--- src/rtl/au_seq_pkg.sv ---
// au_seq_pkg: shared definitions for the arithmetic-unit sequencer.
//   WIDTH_DEFAULT : default datapath width (must match the arithmetic unit)
//   OP_*          : command op-codes carried on cmd_op
//   state_t       : sequencer FSM states
//   flags_t       : status flag bundle held by the sequencer
package au_seq_pkg;

    localparam int unsigned WIDTH_DEFAULT = 5;

    localparam logic [2:0] OP_LOAD = 3'b000;
    localparam logic [2:0] OP_ADD  = 3'b001;
    localparam logic [2:0] OP_SUB  = 3'b010;
    localparam logic [2:0] OP_CMP  = 3'b011;
    localparam logic [2:0] OP_CLR  = 3'b100;

    typedef enum logic [1:0] {
        IDLE,
        EXEC,
        RESP
    } state_t;

    typedef struct packed {
        logic carry;
        logic zero;
        logic eq;
        logic err;
        logic ovf;
    } flags_t;

endpackage

--- src/rtl/au_seq_if.sv ---
// au_seq_if: command handshake plus arithmetic-unit bus of the sequencer.
//   cmd_valid/cmd_ready/cmd_op/cmd_data : command channel (valid/ready)
//   au_a/au_b/au_carry_in/au_chave      : drive into the combinational unit
//   au_result/au_carry_out/au_igualdade : unit outputs sampled by the sequencer
// Modports:
//   slave  : the sequencer
//   master : the command source
//   unit   : the combinational arithmetic unit
interface au_seq_if
    import au_seq_pkg::*;
#(
    parameter int unsigned WIDTH = WIDTH_DEFAULT
);

    logic             cmd_valid;
    logic             cmd_ready;
    logic [2:0]       cmd_op;
    logic [WIDTH-1:0] cmd_data;

    logic [WIDTH-1:0] au_a;
    logic [WIDTH-1:0] au_b;
    logic             au_carry_in;
    logic             au_chave;
    logic [WIDTH-1:0] au_result;
    logic             au_carry_out;
    logic             au_igualdade;

    modport slave (
        input  cmd_valid, cmd_op, cmd_data,
        input  au_result, au_carry_out, au_igualdade,
        output cmd_ready,
        output au_a, au_b, au_carry_in, au_chave
    );

    modport master (
        output cmd_valid, cmd_op, cmd_data,
        input  cmd_ready
    );

    modport unit (
        input  au_a, au_b, au_carry_in, au_chave,
        output au_result, au_carry_out, au_igualdade
    );

endinterface

--- src/rtl/au_seq_flags.sv ---
// au_seq_flags: combinational next-accumulator / next-flag logic.
//   op           : latched command op-code
//   acc          : current accumulator (also the unit's operand A)
//   data         : latched operand (the unit's operand B)
//   au_result    : unit result
//   au_carry_out : unit carry-out
//   au_igualdade : unit equality
//   flags        : current flags
//   acc_next     : accumulator value to commit at the end of EXEC
//   flags_next   : flag values to commit at the end of EXEC
// Optional: AU_SEQ_OVERFLOW_EN enables signed-overflow tracking on ADD/SUB;
// otherwise ovf is held at 0.
module au_seq_flags
    import au_seq_pkg::*;
#(
    parameter int unsigned WIDTH = WIDTH_DEFAULT
) (
    input  logic [2:0]       op,
    input  logic [WIDTH-1:0] acc,
    input  logic [WIDTH-1:0] data,
    input  logic [WIDTH-1:0] au_result,
    input  logic             au_carry_out,
    input  logic             au_igualdade,
    input  flags_t           flags,
    output logic [WIDTH-1:0] acc_next,
    output flags_t           flags_next
);

`ifdef AU_SEQ_OVERFLOW_EN
    logic sign_b_eff;
    // The unit sees ~B on SUB because carry_in is 1 exactly for SUB in EXEC.
    assign sign_b_eff = data[WIDTH-1] ^ (op == OP_SUB);
`endif

    always_comb begin
        acc_next   = acc;
        flags_next = flags;
        case (op)
            OP_LOAD: begin
                acc_next        = data;
                flags_next.zero = (data == '0);
            end
            OP_ADD, OP_SUB: begin
                acc_next         = au_result;
                flags_next.carry = au_carry_out;
                flags_next.zero  = (au_result == '0);
`ifdef AU_SEQ_OVERFLOW_EN
                flags_next.ovf   = (acc[WIDTH-1] == sign_b_eff) &&
                                   (au_result[WIDTH-1] != acc[WIDTH-1]);
`endif
            end
            OP_CMP: begin
                flags_next.eq = au_igualdade;
            end
            OP_CLR: begin
                acc_next        = '0;
                flags_next      = '0;
                flags_next.zero = 1'b1;
            end
            default: begin
                flags_next.err = 1'b1;
            end
        endcase
`ifndef AU_SEQ_OVERFLOW_EN
        flags_next.ovf = 1'b0;
`endif
    end

endmodule

--- src/rtl/au_sequencer.sv ---
// au_sequencer: command-driven controller for the combinational 5-bit
// arithmetic unit. One command at a time: IDLE -> EXEC -> RESP -> IDLE.
//   clk, rst_n     : rising-edge clock, asynchronous active-low reset
//   bus (slave)    : command handshake and arithmetic-unit signals
//   acc            : accumulator
//   flag_carry     : carry / no-borrow of the last ADD/SUB
//   flag_zero      : accumulator is zero after LOAD/ADD/SUB/CLR
//   flag_eq        : result of the last CMP
//   flag_err       : sticky illegal-op flag, cleared by CLR
//   flag_ovf       : signed overflow of the last ADD/SUB (AU_SEQ_OVERFLOW_EN),
//                    otherwise tied to 0
//   done           : one-cycle pulse in RESP when a command retires
module au_sequencer
    import au_seq_pkg::*;
#(
    parameter int unsigned WIDTH = WIDTH_DEFAULT
) (
    input  logic             clk,
    input  logic             rst_n,
    au_seq_if.slave          bus,
    output logic [WIDTH-1:0] acc,
    output logic             flag_carry,
    output logic             flag_zero,
    output logic             flag_eq,
    output logic             flag_err,
    output logic             flag_ovf,
    output logic             done
);

    state_t           state;
    state_t           state_next;
    logic             accept;
    logic [2:0]       op_q;
    logic [WIDTH-1:0] data_q;
    logic [WIDTH-1:0] acc_q;
    logic [WIDTH-1:0] acc_next;
    flags_t           flags_q;
    flags_t           flags_next;

    always_ff @(posedge clk or negedge rst_n) begin
        if (!rst_n) begin
            state <= IDLE;
        end else begin
            state <= state_next;
        end
    end

    always_comb begin
        state_next      = state;
        accept          = 1'b0;
        bus.cmd_ready   = 1'b0;
        bus.au_carry_in = 1'b0;
        bus.au_chave    = 1'b0;
        done            = 1'b0;
        case (state)
            IDLE: begin
                bus.cmd_ready = 1'b1;
                if (bus.cmd_valid) begin
                    accept     = 1'b1;
                    state_next = EXEC;
                end
            end
            EXEC: begin
                bus.au_carry_in = (op_q == OP_SUB);
                bus.au_chave    = (op_q == OP_CMP);
                state_next      = RESP;
            end
            RESP: begin
                done       = 1'b1;
                state_next = IDLE;
            end
            default: begin
                state_next = IDLE;
            end
        endcase
    end

    always_ff @(posedge clk or negedge rst_n) begin
        if (!rst_n) begin
            op_q    <= OP_LOAD;
            data_q  <= '0;
            acc_q   <= '0;
            flags_q <= '0;
        end else begin
            if (accept) begin
                op_q   <= bus.cmd_op;
                data_q <= bus.cmd_data;
            end
            if (state == EXEC) begin
                acc_q   <= acc_next;
                flags_q <= flags_next;
            end
        end
    end

    au_seq_flags #(
        .WIDTH(WIDTH)
    ) u_flags (
        .op           (op_q),
        .acc          (acc_q),
        .data         (data_q),
        .au_result    (bus.au_result),
        .au_carry_out (bus.au_carry_out),
        .au_igualdade (bus.au_igualdade),
        .flags        (flags_q),
        .acc_next     (acc_next),
        .flags_next   (flags_next)
    );

    assign bus.au_a   = acc_q;
    assign bus.au_b   = data_q;
    assign acc        = acc_q;
    assign flag_carry = flags_q.carry;
    assign flag_zero  = flags_q.zero;
    assign flag_eq    = flags_q.eq;
    assign flag_err   = flags_q.err;
    assign flag_ovf   = flags_q.ovf;

endmodule

--- src/flat_wrapper.sv ---
// flat-port wrapper written by rule: the top's interface ports become plain ports
module au_sequencer_flat import au_seq_pkg::*;
#(
    parameter int unsigned WIDTH = WIDTH_DEFAULT
)
  (clk, rst_n, acc, flag_carry, flag_zero, flag_eq, flag_err, flag_ovf, done, bus_cmd_valid, bus_cmd_op, bus_cmd_data, bus_au_result, bus_au_carry_out, bus_au_igualdade, bus_cmd_ready, bus_au_a, bus_au_b, bus_au_carry_in, bus_au_chave);
  au_seq_if #(.WIDTH(WIDTH)) bus_i ();
  input  logic clk;
  input  logic rst_n;
  output logic [WIDTH-1:0] acc;
  output logic flag_carry;
  output logic flag_zero;
  output logic flag_eq;
  output logic flag_err;
  output logic flag_ovf;
  output logic done;
  input wire logic [$bits(bus_i.cmd_valid)-1:0] bus_cmd_valid;
  input wire logic [$bits(bus_i.cmd_op)-1:0] bus_cmd_op;
  input wire logic [$bits(bus_i.cmd_data)-1:0] bus_cmd_data;
  input wire logic [$bits(bus_i.au_result)-1:0] bus_au_result;
  input wire logic [$bits(bus_i.au_carry_out)-1:0] bus_au_carry_out;
  input wire logic [$bits(bus_i.au_igualdade)-1:0] bus_au_igualdade;
  output wire logic [$bits(bus_i.cmd_ready)-1:0] bus_cmd_ready;
  output wire logic [$bits(bus_i.au_a)-1:0] bus_au_a;
  output wire logic [$bits(bus_i.au_b)-1:0] bus_au_b;
  output wire logic [$bits(bus_i.au_carry_in)-1:0] bus_au_carry_in;
  output wire logic [$bits(bus_i.au_chave)-1:0] bus_au_chave;
  assign bus_i.cmd_valid = bus_cmd_valid;
  assign bus_i.cmd_op = bus_cmd_op;
  assign bus_i.cmd_data = bus_cmd_data;
  assign bus_i.au_result = bus_au_result;
  assign bus_i.au_carry_out = bus_au_carry_out;
  assign bus_i.au_igualdade = bus_au_igualdade;
  assign bus_cmd_ready = bus_i.cmd_ready;
  assign bus_au_a = bus_i.au_a;
  assign bus_au_b = bus_i.au_b;
  assign bus_au_carry_in = bus_i.au_carry_in;
  assign bus_au_chave = bus_i.au_chave;
  au_sequencer #(.WIDTH(WIDTH)) u_core (.clk(clk), .rst_n(rst_n), .bus(bus_i), .acc(acc), .flag_carry(flag_carry), .flag_zero(flag_zero), .flag_eq(flag_eq), .flag_err(flag_err), .flag_ovf(flag_ovf), .done(done));
endmodule
--- config.mk ---
export PLATFORM = sky130hd
export DESIGN_NAME = au_sequencer_flat
export DESIGN_NICKNAME = d
export VERILOG_FILES = /design/src/rtl/au_seq_pkg.sv /design/src/rtl/au_seq_if.sv /design/src/rtl/au_seq_flags.sv /design/src/rtl/au_sequencer.sv /design/src/flat_wrapper.sv
export SDC_FILE = /design/constraint.sdc
export NUM_CORES = 1
export LEC_CHECK = 0
export CORE_MARGIN = 4
export CORE_UTILIZATION = 35
export DETAILED_ROUTE_END_ITERATION = 10
export PLACE_DENSITY = 0.71
export SYNTH_ARGS = -nofsm -noshare
export SYNTH_HDL_FRONTEND = slang
export SYNTH_HIERARCHICAL = 1
export SYNTH_SLANG_ARGS = --single-unit
--- constraint.sdc ---
create_clock -name clk -period 1.5 [get_ports clk]
set_clock_uncertainty 0.15 [all_clocks]
set_input_delay 0.15 -clock clk [delete_from_list [all_inputs] [get_ports clk]]
set_output_delay 0.15 -clock clk [all_outputs]
set_load 0.02 [all_outputs]
Word level (Yosys, flattened, before mapping)
Index checks and enable logic that the tools add are counted.
{"block": "totals", "inputBits": 18, "ff_bits": 19}
{"block": "classes", "reduce_logical": 13, "mux": 13, "bitwise_logic": 1, "n_eq_ne": 7}
{"cell": "$pmux 5 s3", "n": 1}
{"cell": "$logic_not 5->1", "n": 2}
{"cell": "$reduce_and 2->1", "n": 4}
{"cell": "$eq 3x2->1 const B", "n": 2}
{"cell": "$mux 1", "n": 6}
{"cell": "$pmux 1 s2", "n": 3}
{"cell": "$pmux 2 s2", "n": 1}
{"cell": "$reduce_bool 2->1", "n": 2}
{"cell": "$reduce_or 4->1", "n": 1}
{"cell": "$eq 3x1->1 const B", "n": 1}
{"cell": "$eq 3x3->1 const B", "n": 1}
{"cell": "$logic_not 3->1", "n": 1}
{"cell": "$pmux 1 s3", "n": 1}
{"cell": "$reduce_bool 3->1", "n": 1}
{"cell": "$eq 2x1->1 const B", "n": 1}
{"cell": "$eq 2x2->1 const B", "n": 1}
{"cell": "$logic_not 2->1", "n": 1}
{"cell": "$mux 2", "n": 1}
{"cell": "$ne 2x2->1 const B", "n": 1}
{"cell": "$reduce_or 2->1", "n": 1}
{"cell": "$not 1->1", "n": 1}

Logic depth before layout (Yosys ltp)
{"block": "depth", "depth_word": 4, "depth_mapped": 7, "mapped_depth_nobuf": 4}

Cells and area by module
The synthesis kept the hierarchy.
{"module": "au_sequencer", "n_inst": 1, "seq_area_each_um2": 500.5, "area_each_um2": 889.6, "cells_per_inst": 51}
{"module": "au_seq_flags", "n_inst": 1, "seq_area_each_um2": 0.0, "area_each_um2": 436.7, "cells_per_inst": 66}

Worst setup path after synthesis
OpenSTA, ideal clock, no wires.
{"block": "synth_path", "path_kind": "flip-flop to flip-flop", "startpoint": "register u_core.op_q[2]", "endpoint": "register u_core.flags_q (netlist bit u_core/flag_zero)", "arrival_ns": 1.337, "path_slack_ns": -0.112, "setup_ns": 0.125, "n_path_buf": 3, "path_stages_with_launch": 8, "path_cell_list": "dfrtp_1 -> buf_2 -> buf_2 -> clkbuf_8 -> nand2_1 -> a21oi_1 -> a31oi_1 -> mux2_4"}
{"element": "from (decl)", "line_no": "au_sequencer.sv:33", "text": "logic [2:0] op_q;"}
{"element": "from (signal assigned)", "line_no": "au_sequencer.sv:86", "text": "op_q <= bus.cmd_op;"}
{"element": "to (signal assigned)", "line_no": "au_sequencer.sv:91", "text": "flags_q <= flags_next;"}
{"element": "to (decl)", "line_no": "au_sequencer.sv:37", "text": "flags_t flags_q;"}

Worst setup path after layout
{"block": "layout_path", "startpoint": "register u_core.op_q[2]", "endpoint": "register u_core.acc_q[3], in the netlist u_core/acc[3]"}
{"block": "layout_between", "elab_cells_between_ends": 8}
{"element": "$eq 3x1->1 / $eq 3x2->1 (equally long branches)", "line_no": "au_seq_flags.sv:38", "text": "case (op)"}
{"element": "$reduce_or 2->1", "line_no": "au_seq_flags.sv:38"}
{"element": "$pmux 5 s3 (*)", "line_no": "au_seq_flags.sv:38"}
{"element": "named net u_core.acc_next[3]", "line_no": "au_sequencer.sv:36", "text": "logic [WIDTH-1:0] acc_next;"}
{"element": "to (signal assigned)", "line_no": "au_sequencer.sv:90", "text": "acc_q <= acc_next;"}
{"element": "to (decl)", "line_no": "au_sequencer.sv:35", "text": "logic [WIDTH-1:0] acc_q;"}
The timed path passes the listed nets; every way through them passes the cells marked *.
A chain may end at the register's enable or synchronous reset.

==> metrics.log <==
[metrics] IR drop worst, VDD: 0.6955 mV
[metrics] gate count of the mapped netlist: 117
[metrics] core area: 3661 um2
[metrics] number of top-level design ports: 42
[metrics] power dissipated by switching net loads: 1313 uW
[metrics] max-cap violation count: 0
[metrics] simple-gate portion of the synthesized area: 11.70%
[metrics] Clock Pin Slew Worst Setup and Hold Paths: 70 ps
[metrics] share of the yosys chip area belonging to registers: 37.74%
[metrics] setup repair after global routing missed its margin: true
[metrics] violated checks: setup timing
[metrics] Unique masters post-synth: 30
[metrics] Clock Latency Late Sink: 250 ps
[metrics] leakage power: 0.0009365 uW
[metrics] fill cell total of the finished layout: 327
[metrics] share of the synthesized netlist area taken by xor and xnor gates: 0%
[metrics] maximum frequency from static timing analysis: 0.6436 GHz
[metrics] Overflow after GRT: 0
[metrics] sequential cell area in the final layout: 503.0 um2
[metrics] Area contributors post-synth: sky130_fd_sc_hd__dfrtp_1, sky130_fd_sc_hd__mux2_4, sky130_fd_sc_hd__clkbuf_8, sky130_fd_sc_hd__a221oi_1, sky130_fd_sc_hd__a211oi_1
[metrics] WP data required: 1490 ps
[metrics] largest stage delay on the critical path: 450 ps
[metrics] initial drt markers: 49
[metrics] asr flop ratio synth: 100.0%
[metrics] effective utilization at floorplan: 36.23%
[metrics] buffers added on ports: 41
[metrics] class of the most critical hold timing path: primary input to async pin
[metrics] total power divided by cell area: 1612 nW/um2
[metrics] vias per cell: 5.068
[metrics] switching fraction of total power: 40.86%
[metrics] critical path data arrival time: 1550 ps
[metrics] dominant combinational cell family by area after synthesis: multiplexers
[metrics] fraction of final layout cells sized beyond drive strength 1: 41.86%
[metrics] Detailed Route WL: 3431 um
[metrics] origin of the worst setup path: u_core/op_q[2]$_DFFE_PN0P_
[metrics] die extent in y: 69.56 um
[metrics] number of buffers added by the clock tree synthesis step: 3
[metrics] largest driver fanout on the critical path: 6
[metrics] Clock power frac: 10.7%
[metrics] kind of start point of the critical path: flip-flop
[metrics] combined area of the multi-input logic cells: 742.0 um2
[metrics] row count: 22
[metrics] leading area contributor after synthesis: sky130_fd_sc_hd__dfrtp_1
[metrics] family with the most delay on the worst path: flip-flops
[metrics] die area: 4838 um2
[metrics] kind of end point of the critical path: flip-flop
[metrics] count of flip-flops with a built-in enable after synthesis: 0
[metrics] Post-Synthesis Net Count: 135
[metrics] Avg Inst Size Synth: 11.34 um2
[metrics] final routed DRC violation total: 0
[metrics] Synth Area in Compound Gates: 16.89%
[metrics] detailed-router iteration count before antenna repair: 4
[metrics] final-report hold violation count: 0
[metrics] logic gate share of total power: 60.1%
[metrics] chip width: 69.56 um
[metrics] first-pass GRT wire length: 5630 um
[metrics] adder-cell area share of the yosys netlist: 0%
[metrics] htree depth: 1
[metrics] Worst Path Class, Setup: flip-flop to flip-flop
[metrics] Placer Congestion: 0.7835
[metrics] Yosys reg bits: 20
[metrics] post-layout utilization of the core: 54.44%
[metrics] Worst Hold Slack: 84.27 ps
[metrics] post-DR wirelength/cell: 15.60 um
[metrics] Max clock buf depth: 2
[metrics] remaining antenna violation count after routing: 0
[metrics] mux share of post-synthesis cell area: 19.53%
[metrics] run status: finished with violations
[metrics] pin count of the biggest net entering global routing: 26
[metrics] Power Internal: 1901 uW
[metrics] hpwl dp: 2307 um
[metrics] post-layout instance area: 1993 um2
[metrics] buffers and inverters on the worst path: 1
[metrics] max-slew violations: 0
[metrics] library cell used as clock root buffer: sky130_fd_sc_hd__clkbuf_8
[metrics] number of buffers inserted by hold repair at cts: 0
[metrics] via count: 1115
[metrics] Global Route Usage Sum: 14.22%
[metrics] clock tree from TritonCTS: yes
[metrics] cell-by-cell listing of the critical path: buf_6, o21a_1, a211oi_2, a221oi_1, mux2_4
[metrics] number of sinks driven by the clock tree: 20
[metrics] area growth from synthesis to layout: 50.28%
[metrics] cell type of the slowest stage on the worst timing path: sky130_fd_sc_hd__dfrtp_2
[metrics] Main synth FF type: sky130_fd_sc_hd__dfrtp_1
[metrics] initial antenna violation count: 0
[metrics] final critical path time including I/O delays and setup: 1554 ps
[metrics] count of warnings emitted by yosys: 6
[metrics] setup ws final: -53.76 ps
[metrics] final setup fails: 15
[metrics] area after detailed placement: 1784 um2
[metrics] post-route fraction of the period consumed by the critical path: 103.6%
[metrics] Final Net Count: 192
[metrics] part of the total power dissipated in sequential elements: 29.2%
[metrics] total standard cell area after synthesis: 1326 um2
[metrics] area share of the largest cell type after synthesis: 37.74%
[metrics] Ant. Diodes: 0
[metrics] Reg2Reg Launch Point: u_core/op_q[2]$_DFFE_PN0P_
[metrics] number of global-route vias before repair: 1257
==> layer usage <==
layer / up-vias / wire (um) / track usage (%) / share of wire [%]
li1: 528 / - / - / -
met1: 540 / 1409 / 15.36 / 41
met2: 40 / 1824 / 27.33 / 53
met3: 7 / 136 / 2.899 / 4.0
met4: 0 / 61 / 4.338 / 1.8
met5: - / 0 / 0 / 0
==> sequential cells by signal (all words and copies together), names as in the netlist <==
| register | cells |
|---|---|
| u_core/state | 2 |
| u_core/bus.au_b | 5 |
| u_core/flag_eq | 1 |
| u_core/acc | 5 |
| u_core/flag_err | 1 |
| u_core/flag_zero | 1 |
| u_core/op_q | 3 |
| u_core/flag_carry | 1 |
| u_core/flag_ovf | 1 |
==> cells by family (layout without fill, tap and decap cells) <==
| family | count (synthesis) | after routing |
|---|---|---|
| other | 1 | 1 |
| AO/OA/AOI/OAI | 31 | 31 |
| multiplexers | 18 | 18 |
| buffers and inverters | 23 | 78 |
| flip-flops | 20 | 20 |
| AND/OR/NAND/NOR | 24 | 24 |
==> layout by cell type (no fill, tap or decap), drive strengths merged <==
cell type      count
a31oi              1
o21a               6
or3                1
nand2              1
nand3              1
dfrtp             20
a21oi              5
a21o               6
clkdlybuf4s15      2
nor2               5
buf               31
nor3               8
a221oi             6
mux2              18
nor2b              1
clkbuf             3
nor4bb             1
and4b              1
dlygate4sd2       22
and2b              1
o21ai              1
conb               1
nand2b             1
inv                7
or4                1
nor3b              1
a211oi             6
and4bb             1
clkdlybuf4s50     13
==> synth_stat cells (2+ instances only) <==
master / n
sky130_fd_sc_hd__a211oi_1: 6
sky130_fd_sc_hd__a221oi_1: 6
sky130_fd_sc_hd__mux2_2: 3
sky130_fd_sc_hd__nor2_1: 5
sky130_fd_sc_hd__buf_6: 2
sky130_fd_sc_hd__a21oi_1: 5
sky130_fd_sc_hd__buf_4: 6
sky130_fd_sc_hd__buf_2: 3
sky130_fd_sc_hd__inv_1: 7
sky130_fd_sc_hd__clkbuf_8: 4
sky130_fd_sc_hd__dfrtp_1: 20
sky130_fd_sc_hd__o21a_1: 6
sky130_fd_sc_hd__mux2_4: 15
sky130_fd_sc_hd__a21o_1: 6
sky130_fd_sc_hd__nor3_1: 8
==> through the flow <==
| step | power, uW | cells | worst slack [ps] | TNS (ps) |
|---|---|---|---|---|
| floorplan | 2185 | 117 | -1.070 | -1.070 |
| global placement | 2703 | 208 | -391.8 | -1826 |
| detailed placement | 2753 | 208 | -450.8 | -2249 |
| CTS | 3110 | 218 | -68.84 | -498.0 |
| global route | 3400 | 220 | -112.6 | -1407 |
| finish | 3214 | 220 | -53.76 | -403.5 |
==> final timing paths <==
| kind | to | slack (ps) | depth (start not counted) |
|---|---|---|---|
| min | u_core/state[0]$_DFFE_PN0P_ | 80 | 2 |
| max | u_core/acc[3]$_DFFE_PN0P_ | -50 | 5 |
| max reg2reg | u_core/acc[3]$_DFFE_PN0P_ | -50 | 5 |
| max in group asynchronous | u_core/op_q[0]$_DFFE_PN0P_ | 890 | 2 |
| min in group clk | u_core/bus.au_b[4]$_DFFE_PN0P_ | 360 | 2 |
| min reg2reg | u_core/flag_ovf$_DFFE_PN0P_ | 370 | 1 |
==> power by group through the flow <==
stage	logic [uW]	registers (uW)	clock network [uW]
finish	1930	937	343
floorplan	1100	1090	0
global placement	1780	925	0
global route	2050	981	371
CTS	1820	940	354
detailed placement	1820	937	0
==> final cells by class <==
type	instances	share of cell area, %
tap	48	3.013
timing repair buffer	68	31.14
inverter	7	1.318
sequential	20	25.24
multi-input combinational	74	37.23
clock buffer	3	2.072
==> what timing repair did <==
action / 4_1_cts / 5_1_grt
pin swaps: 5 / 1
setup buffers: 5 / 2
cloned: 2 / 0
hold endpoints to repair: 0 / 0
endpoints found under the setup margin: 41 / 19
gates resized for setup: 65 / 14
No activity file was read; power rests on OpenSTA's default activity.
